File: src/rtl/xf_load_sequencer.sv
// Turns a CP "load XF registers" header into one address-incrementing XF write per GX FIFO word.
// Optional macro XF_LOAD_RANGE_CHECK_EN drops writes at addresses >= 0x1058 and raises sticky RangeErr.
module xf_load_sequencer (
    input  logic        clk,
    input  logic        reset,
    input  logic        HdrValid,
    input  logic [31:0] HdrData,
    output logic        HdrReady,
    output logic        GXFIFORead,
    input  logic        GXFIFOValid,
    input  logic [31:0] GXFIFOData,
    output logic [15:0] XFAddr,
    output logic [31:0] XFWriteData,
    output logic        XFWrite,
    input  logic        XFReady,
    output logic        Busy,
    output logic        Done,
    output logic        RangeErr,
    output logic [1:0]  state_dbg
);
    // Every channel transfers on a cycle where its valid and ready are both high (HdrValid/HdrReady,
    // GXFIFOValid/GXFIFORead, XFWrite/XFReady); XFWrite, XFAddr and XFWriteData hold until XFReady.
    typedef enum logic [1:0] {
        IDLE  = 2'd0,
        LOAD  = 2'd1,
        DRAIN = 2'd2
    } state_t;

    state_t      state;
    logic [15:0] addr;
    logic [16:0] remain;
    logic        slot_free;
    logic        pop;
    logic        write_ok;

    assign slot_free  = !XFWrite || XFReady;
    assign GXFIFORead = (state == LOAD) && slot_free;
    assign pop        = GXFIFORead && GXFIFOValid;
    assign HdrReady   = (state == IDLE);
    assign Busy       = (state != IDLE);
    assign state_dbg  = state;

`ifdef XF_LOAD_RANGE_CHECK_EN
    // Addresses from 0x1058 upward are unmapped XF space: the word is consumed but never written.
    assign write_ok = (addr < 16'h1058);

    always_ff @(posedge clk) begin
        if (reset) begin
            RangeErr <= 1'b0;
        end else if (pop && !write_ok) begin
            RangeErr <= 1'b1;
        end
    end
`else
    assign write_ok = 1'b1;
    assign RangeErr = 1'b0;
`endif

    always_ff @(posedge clk) begin
        if (reset) begin
            state       <= IDLE;
            addr        <= 16'd0;
            remain      <= 17'd0;
            XFAddr      <= 16'd0;
            XFWriteData <= 32'd0;
            XFWrite     <= 1'b0;
            Done        <= 1'b0;
        end else begin
            Done <= 1'b0;
            if (XFWrite && XFReady) begin
                XFWrite <= 1'b0;
            end
            case (state)
                IDLE: begin
                    if (HdrValid) begin
                        addr   <= HdrData[15:0];
                        remain <= {1'b0, HdrData[31:16]} + 17'd1;
                        state  <= LOAD;
                    end
                end
                LOAD: begin
                    // A pop only happens when the slot is free or draining, so reloading here is safe.
                    if (pop) begin
                        if (write_ok) begin
                            XFWrite     <= 1'b1;
                            XFAddr      <= addr;
                            XFWriteData <= GXFIFOData;
                        end
                        addr   <= addr + 16'd1;
                        remain <= remain - 17'd1;
                        if (remain == 17'd1) begin
                            state <= DRAIN;
                        end
                    end
                end
                DRAIN: begin
                    if (slot_free) begin
                        state <= IDLE;
                        Done  <= 1'b1;
                    end
                end
                default: state <= IDLE;
            endcase
        end
    end
endmodule

File: config.mk
export PLATFORM = sky130hd
export DESIGN_NAME = xf_load_sequencer
export DESIGN_NICKNAME = d
export VERILOG_FILES = /design/src/rtl/xf_load_sequencer.sv
export SDC_FILE = /design/constraint.sdc
export NUM_CORES = 1
export LEC_CHECK = 0
export BUFFER_PORTS_ARGS = -buffer_cell sky130_fd_sc_hd__buf_2
export CAP_MARGIN = 30
export CORE_AREA = 4 4 99 101
export CTS_BUF_LIST = sky130_fd_sc_hd__clkbuf_8 sky130_fd_sc_hd__clkbuf_16
export DETAILED_ROUTE_END_ITERATION = 8
export DIE_AREA = 0 0 103 105
export HOLD_SLACK_MARGIN = 0.12
export MAX_ROUTING_LAYER = met4
export PLACE_DENSITY_LB_ADDON = 0.25
export SYNTH_ARGS = -nofsm -noshare
export SYNTH_HDL_FRONTEND = slang
export SYNTH_SLANG_ARGS = --single-unit
File: constraint.sdc
create_clock -name clk -period 1.7 [get_ports clk]
set_input_delay 0.255 -clock clk [delete_from_list [all_inputs] [get_ports clk]]
set_output_delay 0.255 -clock clk [all_outputs]
set_load 0.005 [all_outputs]
==> qor.yml <==
floorplanning:
  fp.dieH_um: 105
  io_pins: 125
  dieArea_um2: 10800
  die_w_um: 103
  rows: 35
  core_area_um2: 9020
  initial_core_util: 0.460
detailed_routing:
  wl_per_cell_um: 14.6
  num_vias: 4496
  postRouteAntennaNets: 0
  totalWireLength_um: 11900
  drt_iter0_markers: 224
  firstDrtPassIters: 5
  via_per_inst: 5.49
  drc: 0
final_layout:
  final_cell_mix: "133 x nand2_1, 123 x buf_2, 86 x a21oi_1, 79 x dfxtp_1, 41 x buf_4"
  fin_cells: 819
  multi_input_area_um2: 2360
  diodes: 0
  final_nets: 777
  drive_gt1_frac: 0.314
  final_common_cell: "nand2_1"
  area_delta_synth_final_pct: 34.1
  n_fill_cell: 840
  final-seq-area_um2: 1710
grt:
  grt_pass1_wl_um: 19300
  grt_use_total: 0.224
  grt_max_degree: 42
  grt_pass1_vias: 4099
  globalRouteOverflowTotal: 0
  antenna_found_initial: 0
clock_network:
  cts-root-buf: "clkbuf_8"
  clk_path_buf_depth: 2
  clock_sinks: 85
  cts_tree: "done"
  clk_pin_slew_ns: 0.09
  htreeDepth: 3
  numCtsBuffers: 9
  worstSkewPairLatency_ns: 0.36
placed_design:
  dp_slack_ns: -0.0300
  numPortBuffers: 123
  place_congestion: 0.860
  dp.cells: 794
  dp_hpwl_um: 8430
critical_path:
  arrival_ns: 2.01
  worstSetupStartpointType: "register"
  crit_path_end_kind: "register"
  critPathBufInv: 0
  setup.worst_path.class: "register to register"
  crit_fanout: 5
  cp_slowest_cell: "or3_4"
  crit_family: "simple AND/OR/NAND/NOR gates"
  crit_path_max_incr_delay_ns: 0.38
  cp.required_ns: 2.00
  crit_top_cell: "or3_4"
  crit_chain: "or3_4 -> or3_4 -> o31a_1 -> a31o_1 -> a21oi_2"
power_and_ir_drop:
  p_leak_nw: 2.34
  clkPwrFrac: 0.325
  seqPwrFrac: 0.451
  vdd_drop_max_uv: 370
  power_density_nw_per_um2: 880
  switching_share: 0.287
  p_switching_w: 0.00141
  fin_total_pwr_w: 0.00490
  combPwrFrac: 0.225
  intPower_w: 0.00350
synthesis:
  ys_types: 54
  ys_seq_elements: 85
  syn_nets: 626
  synth_edf_count: 0
  synthFlopType: "dfxtp_1"
  ys_warn_count: 0
  synth.avg_cell_area_um2: 7.51
  syn-instance-count: 553
  synth_area_um2: 4150
  seq_area_frac_synth: 0.410
  async_flop_share: 0
sta:
  setup_ws_ns: -0.0141
  final_hold_viol_count: 0
  slew_violations: 0
  setup_viol: 2
  period_share: 1.01
  fin_crit_ns: 1.71
  rsz0062_at_grt: "true"
  fmax_mhz: 583
  finClkSkew_ns: 0.0132
status:
  violations: "negative setup slack"
  status: "finished with violations"
hold_path:
  hp-class: "input pin to register"
job:
  max-cap-violations: 0
-- per-layer routing --
layer | up-vias | share of wire | track usage
li1 | 2243 | - | -
met1 | 2055 | 0.43 | 0.280
met2 | 180 | 0.50 | 0.364
met3 | 18 | 0.062 | 0.0327
met4 | 0 | 0.015 | 0.0768
met5 | - | 0 | -
-- timing repair --
| item | CTS | global route |
|---|---|---|
| endpoints found under the setup margin | 5 | 44 |
| resized for setup | 2 | 33 |
| buffers inserted | 2 | 1 |
| hold buffers | 7 | 0 |
| endpoints found under the hold margin | 7 | 0 |
| pin swaps | 0 | 7 |
-- registers in the layout (all words and copies together), names as in the netlist --
name / cells
Done: 1
XFAddr: 16
XFWrite: 1
XFWriteData: 32
addr: 16
remain: 17
state_dbg: 2
-- synthesized netlist by cell type, types with 3 or more instances --
cell      count  area, µm²
nor2_1       26       97.6
nand2b_1      8       50.1
nor2b_1       3       18.8
nand3_1      15       75.1
a21oi_1      88        440
a31oi_1       8       50.1
o32ai_1       3       26.3
dfxtp_1      85       1700
xnor2_1       4       35.0
clkbuf_1     22       82.6
buf_2        14       70.1
or3_1         3       18.8
xor2_1       10       87.6
nand4_1       6       37.5
o22ai_1       3       18.8
nor3b_1       3       22.5
ha_1          4       50.1
inv_1         6       22.5
a211oi_1      8       60.1
a311oi_1      3       26.3
nand2_1     134        503
and3_1        6       37.5
nor3_1       16       80.1
o21ai_0      25        125
nor4_1        9       56.3
-- cells by family (layout without fill, tap and decap cells) --
| logic type | after synthesis | after routing | synth area share |
|---|---|---|---|
| fa+ha+maj | 4 | 4 | 0.0121 |
| simple gates | 249 | 249 | 0.285 |
| other cells | 1 | 1 | 0.000903 |
| compound gates | 156 | 156 | 0.217 |
| buf+inv | 44 | 199 | 0.0458 |
| xor+xnor | 14 | 14 | 0.0295 |
| flops | 85 | 85 | 0.410 |
-- power groups by stage --
stage | Combinational [W] | Clock [W] | Sequential [W]
2_1_floorplan | 0.000535 | 0 | 0.00225
3_3_place_gp | 0.000963 | 0 | 0.00224
3_5_place_dp | 0.000993 | 0 | 0.00224
4_1_cts | 0.00102 | 0.00162 | 0.00220
5_1_grt | 0.00121 | 0.00172 | 0.00222
6_report | 0.00110 | 0.00159 | 0.00221
-- final cells by class --
class,count,area share
sequential,85,0.307
multi-input combinational,424,0.424
clock inverter,5,0.0153
timing repair buffer,178,0.199
inverter,6,0.00404
clock buffer,10,0.0247
tap,111,0.0249
-- path summary, 6_finish.rpt --
check,from,endpoint,slack [ns],cells past startpoint
worst max-delay path,remain[10]$_SDFFE_PP0P_,remain[14]$_SDFFE_PP0P_,-0.01,5
worst min-delay path,GXFIFOData[3],XFWriteData[3]$_SDFFE_PP0P_,0.12,3
worst max register to register,remain[10]$_SDFFE_PP0P_,remain[14]$_SDFFE_PP0P_,-0.01,5
worst min register to register,XFWriteData[31]$_SDFFE_PP0P_,XFWriteData[31]$_SDFFE_PP0P_,0.45,2
-- stage by stage --
stage,utilization,setup TNS [ns],hold slack (ns),area (µm²)
after floorplan,-,0,0.391,4160
after global placement,0.570,0,0.439,5140
after detailed placement,0.570,-0.0661,0.443,5140
after CTS,0.604,-0.0506,0.121,5450
after global routing,0.617,-0.218,0.120,5570
final,0.617,-0.0237,0.125,5570
-- worst reg2reg max path: stages, from the launching register on --
cell and delay, ns:
dfxtp_2 0.34, or3_4 0.37, or3_4 0.38, o31a_1 0.25, a31o_1 0.20, a21oi_2 0.12
No activity file was read; power rests on OpenSTA's default activity.
